[src/rtl/gcd_arb_pkg.sv]
// gcd_arb_pkg
//   Shared definitions for the GCD job arbiter: FSM state encoding and the
//   default sizing used by gcd_job_arbiter when no overrides are given.
package gcd_arb_pkg;

    localparam int DEF_N_REQ   = 4;
    localparam int DEF_WIDTH   = 8;
    localparam int DEF_TIMEOUT = 255;

    typedef enum logic [2:0] {
        ST_IDLE  = 3'd0,
        ST_START = 3'd1,
        ST_WAIT  = 3'd2,
        ST_RESP  = 3'd3,
        ST_CLEAR = 3'd4
    } arb_state_t;

endpackage

[src/rtl/gcd_job_arbiter_rr_pick.sv]
// rr_pick
//   Combinational round-robin selector. Searches req cyclically starting at
//   ptr+1 and returns the first set index, so the requester just served
//   (ptr) has the lowest priority on the next pick.
// Ports
//   req        in   N_REQ   request vector
//   ptr        in   IW      index of the requester served last
//   winner     out  IW      selected index (meaningful only when any_valid)
//   any_valid  out  1       at least one request is set
module rr_pick
    import gcd_arb_pkg::*;
#(
    parameter int N_REQ = DEF_N_REQ,
    parameter int IW    = $clog2(DEF_N_REQ)
)(
    input  logic [N_REQ-1:0] req,
    input  logic [IW-1:0]    ptr,
    output logic [IW-1:0]    winner,
    output logic             any_valid
);

    logic [IW-1:0] idx;

    // Walk the offsets from farthest to nearest so the nearest set request
    // after ptr is the last assignment and therefore wins.
    always_comb begin
        winner    = ptr;
        idx       = '0;
        any_valid = |req;
        for (int k = N_REQ; k >= 1; k--) begin
            idx = IW'((int'(ptr) + k) % N_REQ);
            if (req[idx]) begin
                winner = idx;
            end
        end
    end

endmodule

[src/rtl/gcd_job_arbiter.sv]
// gcd_job_arbiter
//   Shares one GCD engine among N_REQ requesters. A round-robin pick in IDLE
//   latches the winner's operands; jobs with a zero operand are answered
//   directly (gcd(0,x) = x), all others start the engine, wait for done (or
//   abort after TIMEOUT wait cycles), return the result with a one-cycle ack
//   and finally pulse eng_clear to put the engine back to idle.
// Ports
//   clock       in   1             rising-edge system clock
//   reset       in   1             asynchronous active-high reset
//   req         in   N_REQ         level job requests, held until ack
//   a_in        in   N_REQ*WIDTH   operand A per requester (slice i)
//   b_in        in   N_REQ*WIDTH   operand B per requester (slice i)
//   ack         out  N_REQ         one-hot completion pulse
//   result      out  WIDTH         GCD result, valid with ack, then held
//   err         out  1             job aborted on timeout, valid with ack
//   busy        out  1             arbiter is not idle
//   grant_id    out  IW            requester currently / last served
//   eng_a       out  WIDTH         registered operand A to the engine
//   eng_b       out  WIDTH         registered operand B to the engine
//   eng_start   out  1             one-cycle engine start
//   eng_clear   out  1             one-cycle engine return-to-idle
//   eng_done    in   1             engine finished (level until eng_clear)
//   eng_result  in   WIDTH         engine result, valid while eng_done
module gcd_job_arbiter
    import gcd_arb_pkg::*;
#(
    parameter int N_REQ   = DEF_N_REQ,
    parameter int WIDTH   = DEF_WIDTH,
    parameter int TIMEOUT = DEF_TIMEOUT,
    localparam int IW     = $clog2(N_REQ),
    localparam int CW     = $clog2(TIMEOUT + 1)
)(
    input  logic                   clock,
    input  logic                   reset,
    input  logic [N_REQ-1:0]       req,
    input  logic [N_REQ*WIDTH-1:0] a_in,
    input  logic [N_REQ*WIDTH-1:0] b_in,
    output logic [N_REQ-1:0]       ack,
    output logic [WIDTH-1:0]       result,
    output logic                   err,
    output logic                   busy,
    output logic [IW-1:0]          grant_id,
    output logic [WIDTH-1:0]       eng_a,
    output logic [WIDTH-1:0]       eng_b,
    output logic                   eng_start,
    output logic                   eng_clear,
    input  logic                   eng_done,
    input  logic [WIDTH-1:0]       eng_result
);

    arb_state_t       state;
    logic [IW-1:0]    ptr;
    logic [IW-1:0]    winner;
    logic             any_req;
    logic [CW-1:0]    count;
    logic             engine_used;
    logic [WIDTH-1:0] win_a;
    logic [WIDTH-1:0] win_b;

    rr_pick #(
        .N_REQ (N_REQ),
        .IW    (IW)
    ) u_pick (
        .req       (req),
        .ptr       (ptr),
        .winner    (winner),
        .any_valid (any_req)
    );

    assign win_a = a_in[int'(winner)*WIDTH +: WIDTH];
    assign win_b = b_in[int'(winner)*WIDTH +: WIDTH];

    always_ff @(posedge clock or posedge reset) begin
        if (reset) begin
            state       <= ST_IDLE;
            ack         <= '0;
            result      <= '0;
            err         <= 1'b0;
            busy        <= 1'b0;
            grant_id    <= '0;
            eng_a       <= '0;
            eng_b       <= '0;
            eng_start   <= 1'b0;
            eng_clear   <= 1'b0;
            count       <= '0;
            ptr         <= IW'(N_REQ - 1);
            engine_used <= 1'b0;
        end else begin
            ack       <= '0;
            eng_start <= 1'b0;
            eng_clear <= 1'b0;
            case (state)
                ST_IDLE: begin
                    // A bypass job returns to IDLE while its ack is still on
                    // the wire; the requester may hold req through that cycle,
                    // so no new grant is made until the ack has gone.
                    if (any_req && ack == '0) begin
                        grant_id <= winner;
                        ptr      <= winner;
                        eng_a    <= win_a;
                        eng_b    <= win_b;
                        busy     <= 1'b1;
                        if (win_a == '0 || win_b == '0) begin
                            result      <= win_a | win_b;
                            err         <= 1'b0;
                            engine_used <= 1'b0;
                            state       <= ST_RESP;
                        end else begin
                            eng_start   <= 1'b1;
                            engine_used <= 1'b1;
                            state       <= ST_START;
                        end
                    end
                end
                ST_START: begin
                    count <= '0;
                    state <= ST_WAIT;
                end
                ST_WAIT: begin
                    if (eng_done) begin
                        result <= eng_result;
                        err    <= 1'b0;
                        state  <= ST_RESP;
                    end else begin
                        count <= count + 1'b1;
                        // Abort on the wait cycle that brings count to TIMEOUT.
                        if (count == CW'(TIMEOUT - 1)) begin
                            result <= '0;
                            err    <= 1'b1;
                            state  <= ST_RESP;
                        end
                    end
                end
                ST_RESP: begin
                    ack <= {{(N_REQ-1){1'b0}}, 1'b1} << grant_id;
                    if (engine_used) begin
                        eng_clear <= 1'b1;
                        state     <= ST_CLEAR;
                    end else begin
                        busy  <= 1'b0;
                        state <= ST_IDLE;
                    end
                end
                ST_CLEAR: begin
                    busy  <= 1'b0;
                    state <= ST_IDLE;
                end
                default: begin
                    state <= ST_IDLE;
                end
            endcase
        end
    end

endmodule

[config.mk]
export PLATFORM = sky130hd
export DESIGN_NAME = gcd_job_arbiter
export DESIGN_NICKNAME = d
export VERILOG_FILES = /design/src/rtl/gcd_arb_pkg.sv /design/src/rtl/gcd_job_arbiter_rr_pick.sv /design/src/rtl/gcd_job_arbiter.sv
export SDC_FILE = /design/constraint.sdc
export NUM_CORES = 1
export LEC_CHECK = 0
export CAP_MARGIN = 20
export CORE_MARGIN = 10
export CORE_UTILIZATION = 40
export CTS_CLUSTER_SIZE = 10
export DETAILED_ROUTE_END_ITERATION = 8
export GPL_TIMING_DRIVEN = 1
export PLACE_DENSITY = 0.77
export SYNTH_ARGS = -nofsm -noshare
export SYNTH_HDL_FRONTEND = slang
export SYNTH_SLANG_ARGS = --single-unit
export TNS_END_PERCENT = 10
[constraint.sdc]
create_clock -name clock -period 2.95 [get_ports clock]
set_input_delay 0.295 -clock clock [delete_from_list [all_inputs] [get_ports clock]]
set_output_delay 0.295 -clock clock [all_outputs]
set_load 0.005 [all_outputs]
== Word-level counts from Yosys, hierarchy flattened ==
Cells that the tools add are included.

* Bits of input ports: 79
* Flip-flop bits (word level): 48
* Output and inout port bits: 34

* Reduce and logical (&&, ||, !) cells: 15
* Magnitude comparators: 4
* Mux-type cells: 39
* Equality and inequality tests: 10
* $add $sub $neg: 5
* Shift-type cells: 3
* Bitwise logic cells: 1

{| class="wikitable"
|+ Operators with widths
! operator !! count
|-
| 32-bit by 6-bit variable part select with 8-bit output || 2
|-
| 8-bit 2-to-1 mux || 5
|-
| 8-bit case mux with 2 select lines || 2
|-
| 8-bit logical NOT || 2
|-
| 1-bit 2-to-1 mux || 15
|-
| 2-bit by 3-bit < comparator with 1-bit output (second input constant) || 4
|-
| 3-bit 2-to-1 mux || 4
|-
| 3-bit case mux with 4 select lines || 1
|-
| 2-bit 2-to-1 mux || 5
|-
| 8-bit by 1-bit adder with 8-bit output (second input constant) || 1
|-
| 1-bit binary-select mux with 2-bit select || 4
|-
| 8-bit equality test (second input constant) || 1
|-
| 2-bit != test (second input constant) || 4
|-
| 8-bit OR || 1
|-
| 3-bit by 2-bit equality test with 1-bit output (second input constant) || 2
|-
| 2-bit AND reduction || 3
|-
| 2-bit by 1-bit adder with 2-bit output (second input constant) || 2
|-
| 2-bit adder (second input constant) || 2
|-
| 4-bit logical NOT || 1
|-
| 4-bit 2-to-1 mux || 1
|-
| 4-bit AND reduction || 1
|-
| 2-bit nonzero test || 2
|-
| 4-bit OR reduction || 1
|-
| 1-bit by 2-bit << shifter with 4-bit output (first input constant) || 1
|-
| other kinds (10) || 10
|}

== Longest topological paths before layout ==
* Word-level depth: 13
* Mapped depth: 10
* Mapped depth without buffers: 9

== Cells and area by module ==
From an unflattened synthesis, not the netlist that was laid out.

* Cells, all modules: 245
* Area, all modules: 2806.4 um2

{| class="wikitable"
|+ Modules (own cells, without submodules)
! module !! area each (um2) !! cells each !! instances
|-
| gcd_job_arbiter || 2733.9 || 231 || 1
|-
| rr_pick || 72.6 || 14 || 1
|}

== Worst setup path before layout ==
OpenSTA, ideal clock, no wires.

* Kind: flip-flop to flip-flop
* Start: reg ptr[0]
* End: reg result[0]
* Period minus slack after synthesis: 3.135 ns
* Setup time: 0.125 ns
* Buffers on the path: 2
* Cell stages (with the launch flop): 11
* Slack: -0.185 ns
* Arrival time: 3.010 ns
* Cell sequence: dfstp_2 > nand2b_2 > nor2_2 > or3_1 > buf_6 > buf_8 > a211oi_1 > o22ai_1 > or4_4 > a31oi_4 > mux2_4

* Word-level cells in the longest chain between the ends: 12
* Elaborated cells between the ends (all ways): 27
* Those cells by class: 4 x add/sub; 1 x eq/ne; 2 x shift; 15 x mux; 1 x bitwise; 4 x reduce/logical

{| class="wikitable"
|+ RTL lines
! element !! RTL line !! RTL
|-
| start, declared || gcd_job_arbiter.sv:52 || <nowiki>logic [IW-1:0] ptr;</nowiki>
|-
| start signal, assigned || gcd_job_arbiter.sv:86 || <nowiki>ptr <= IW'(N_REQ - 1);</nowiki>
|-
| start signal, assigned || gcd_job_arbiter.sv:99 || <nowiki>ptr <= winner;</nowiki>
|-
| 2-bit by 1-bit adder with 2-bit output || gcd_job_arbiter_rr_pick.sv:31 || <nowiki>idx = IW'((int'(ptr) + k) % N_REQ);</nowiki>
|-
| 1-bit binary-select mux with 2-bit select || gcd_job_arbiter_rr_pick.sv:32 || <nowiki>if (req[idx]) begin</nowiki>
|-
| 1-bit 2-to-1 mux (implied by the code) || gcd_job_arbiter_rr_pick.sv:32 ||
|-
| 2-bit 2-to-1 mux (3 in a row) || gcd_job_arbiter_rr_pick.sv:32 ||
|-
| 2-bit 2-to-1 mux * || gcd_job_arbiter_rr_pick.sv:32 ||
|-
| 32-bit by 6-bit variable part select with 8-bit output (on tied branches) || gcd_job_arbiter.sv:70, gcd_job_arbiter.sv:71 ||
|-
| 8-bit logical NOT / 8-bit OR (equally long branches) || gcd_job_arbiter.sv:103, gcd_job_arbiter.sv:104 ||
|-
| 1-bit logical OR / 8-bit 2-to-1 mux (equally long branches) || gcd_job_arbiter.sv:103 || <nowiki>if (win_a == '0 || win_b == '0) begin</nowiki>
|-
| 2-bit != test (no source line) / 8-bit 2-to-1 mux (equally long branches) || -- ||
|-
| 4-bit AND reduction (no source line) / 8-bit case mux with 2 select lines (equally long branches) || -- ||
|-
| end signal, assigned || gcd_job_arbiter.sv:104 || <nowiki>result <= win_a | win_b;</nowiki>
|-
| end signal, assigned || gcd_job_arbiter.sv:121 || <nowiki>result <= eng_result;</nowiki>
|-
| end, declared || gcd_job_arbiter.sv:39 || <nowiki>output logic [WIDTH-1:0] result,</nowiki>
|}

Mark *: on every way between the ends. The rest lies on a longest branch, timed or not. The select of a mux whose other input is x is not followed.
A chain may end at the register's enable or synchronous reset.

== Final worst setup path ==
* Start: reg ptr[1]
* End: reg result[5]

Same word-level chain as after synthesis.

==> metrics.txt <==
total core area 7180 µm²; Area Growth Syn to Fin 67.9%; drt total wl 9.90 mm; area leader, netlist dfrtp_1; M3 GR Usage 6.33%; setup tns final -2.03 ns; initial antenna violation count 0; YS warnings 0; dpl cells approximately 560; most frequent cells in the layout clkdlybuf4s50_1 (112), dfrtp_1 (46), nand2_1 (44); sequential cell area fraction in the yosys report 41.3%; layout cells sized above 1 25.3%; synth top area cells dfrtp_1 (39%), nor4b_1 (9.9%), a211oi_1 (8.2%); Reg area 1200 µm²; antenna cells 0; first-pass GRT wire length 16.0 mm; fill count 547; Post-CTS Setup Repair Bufs 0; pwr dens just over 1000 nW/µm²; Critical Path Source Type register; Net Count, Synth 400; Multi-input gate area 1840 µm²; outcome finished, violations left; CP Capture Type register; Overall Global Routing Usage 17.3%; clock buffer depth 2; fin area 4890 µm²; # nets final 546; Post-synth EDFFs 0; post-route core utilization 68.2%; largest fanout on the critical path 16; dpl cell area approximately 4600 µm²; GP Congestion around 0.85; vias in the first global route 3184; Final Power 4.97 mW; Setup Skew 0.0116 ns; Crit path arrival time 3.40 ns; IO Pins ~110; cell area after synthesis between 2000 and 3000 µm²; Synth Area per Inst between 9 and 10 µm²; DR iter-0 viols 173; crit path time final 3.20 ns; unrepaired setup endpoints after global routing true; worst skew pair latency ~0.31 ns; HP Class input port to async pin; fin cells 565; RR Startpoint ptr[1]; Chip Width 105 µm; Fmax 0.312 GHz; synthesized flop and latch total 48; total CTS buffers 5; initial core utilization 40.6%; most used routing layer met2; clk sinks 48; CTS root buf clkbuf_8; met1 GRT Util 21.4%; Worst Setup SP ptr[1]; Final Setup Violations 9; Routed Antenna Nets 0; most common cell after layout, fill and taps aside clkdlybuf4s50_1; failing checks setup timing; Synth top area share between 30 and 40%; DRC 0; DR WL/cell 17.5 µm; port bufs between 100 and 150; final slew viol count 0; CTS clk-pin slew, worst paths around 0.10 ns; Setup CP Type register to register; DR vias/cell 5.43; synth unique cells between 40 and 50; met2 usage between 20 and 30%; H-tree lvl count 2; maximum vdd ir drop 0.918 mV; hpwl dp 7.78 mm; vias roughly 3.1k; grt total ovfl 0; Post-synth ARST share 100%; final worst-path cycle share 109%; clock tree from TritonCTS done; Req. time, crit path roughly 3.2 ns; worst setup margin -0.254 ns; # rows 31; die height 105 µm; Synth Instances 319; DIE AREA between 10000 and 15000 µm²; LEAKAGE 1.96 nW; Hold Vio Cnt, Final 0; router iterations before antenna repair 4; largest net degree at the start of global routing a little under 50; worst rel slew slack 46.7%; Least-Margin Pin Slew 0.798 ns; max_cap viols 0; ys flop type dfrtp_1
worst paths after layout:
path                             end  depth (start not counted)  slack [ns]
max                        result[5]                         10       -0.25
min                        result[6]                          2        0.17
max reg2reg                result[5]                         10       -0.25
min reg2reg                 eng_a[5]                          2        0.49
max in group asynchronous     ptr[1]                          3        2.30
min in group clock          eng_a[5]                          2        0.49
cell type report:
cell class	instances	share of cell area, %
Tap cell	99	2.53
Inverter	5	0.383
Timing Repair Buffer	163	32.9
Sequential cell	48	24.6
Clock inverter	3	0.511
Multi-Input combinational cell	242	37.7
Clock buffer	5	1.41
synthesized netlist by cell type (all sizes together) (2+ instances only):
cell	number
dfstp	2
inv	5
nor4	3
nand2	44
o21ai	22
a31oi	3
or2	7
nand2b	3
and3	2
nor2	32
or3	3
xor2	4
or4	2
buf	7
nor4b	33
a211oi	32
nand4	3
and2	2
ha	2
clkbuf	17
a21oi	11
mux2	12
o22ai	9
nand3	3
dfrtp	46
cells by family after synthesis:
| kind of cell | Yosys count | synth area share (%) |
|---|---|---|
| adders and majority gates | 2 | 0.858 |
| muxes | 13 | 6.01 |
| DFF | 48 | 41.3 |
| buffers and inverters | 29 | 4.81 |
| and+or+nand+nor | 139 | 26.6 |
| xor gates and xnor gates | 5 | 1.50 |
| AOI/OAI and AO/OA | 83 | 18.9 |
power breakdown:
part           switching (mW)  internal (mW)  total (mW)
Combinational            1.61           1.78        3.39
Sequential              0.222          0.949        1.17
Clock                   0.239          0.173       0.413
Total                    2.07           2.90        4.97
stage by stage:
| stage | setup slack (ns) | hold WS (ns) |
|---|---|---|
| 2_1_floorplan | -0.121 | 0.470 |
| 3_3_place_gp | -0.481 | 0.471 |
| 3_5_place_dp | -0.541 | 0.470 |
| 4_1_cts | -0.201 | 0.491 |
| 5_1_grt | -0.308 | 0.163 |
| 6_report | -0.254 | 0.166 |
registers in the layout (all words and copies together), names as in the netlist, 2 cells and up:
signal and flops:
result 8, state 3, eng_b 8, ack 4
grant_id 2, eng_a 8, ptr 2, count 8
worst max-delay path: stages, from the launching register on:
cell and delay (ns):
dfstp_2 0.60, or2_1 0.17, a21oi_4 0.08, or3_4 0.38, buf_16 0.19, a211oi_2 0.30
o22ai_1 0.14, or4_4 0.53, a31oi_4 0.22, buf_12 0.16, mux2_4 0.30
what timing repair did:
action                     CTS  global route
setup endpoints to repair   10            12
hold buffers                 0             0
gates resized for setup      8            16
gates cloned                 0             1
per-layer routing:
layer	share of wire, %	vias up
met5	0	-
met4	0.64	0
met3	8.8	10
met2	49	121
met1	42	1478
li1	-	1458
Power figures use the tool's default switching activity.
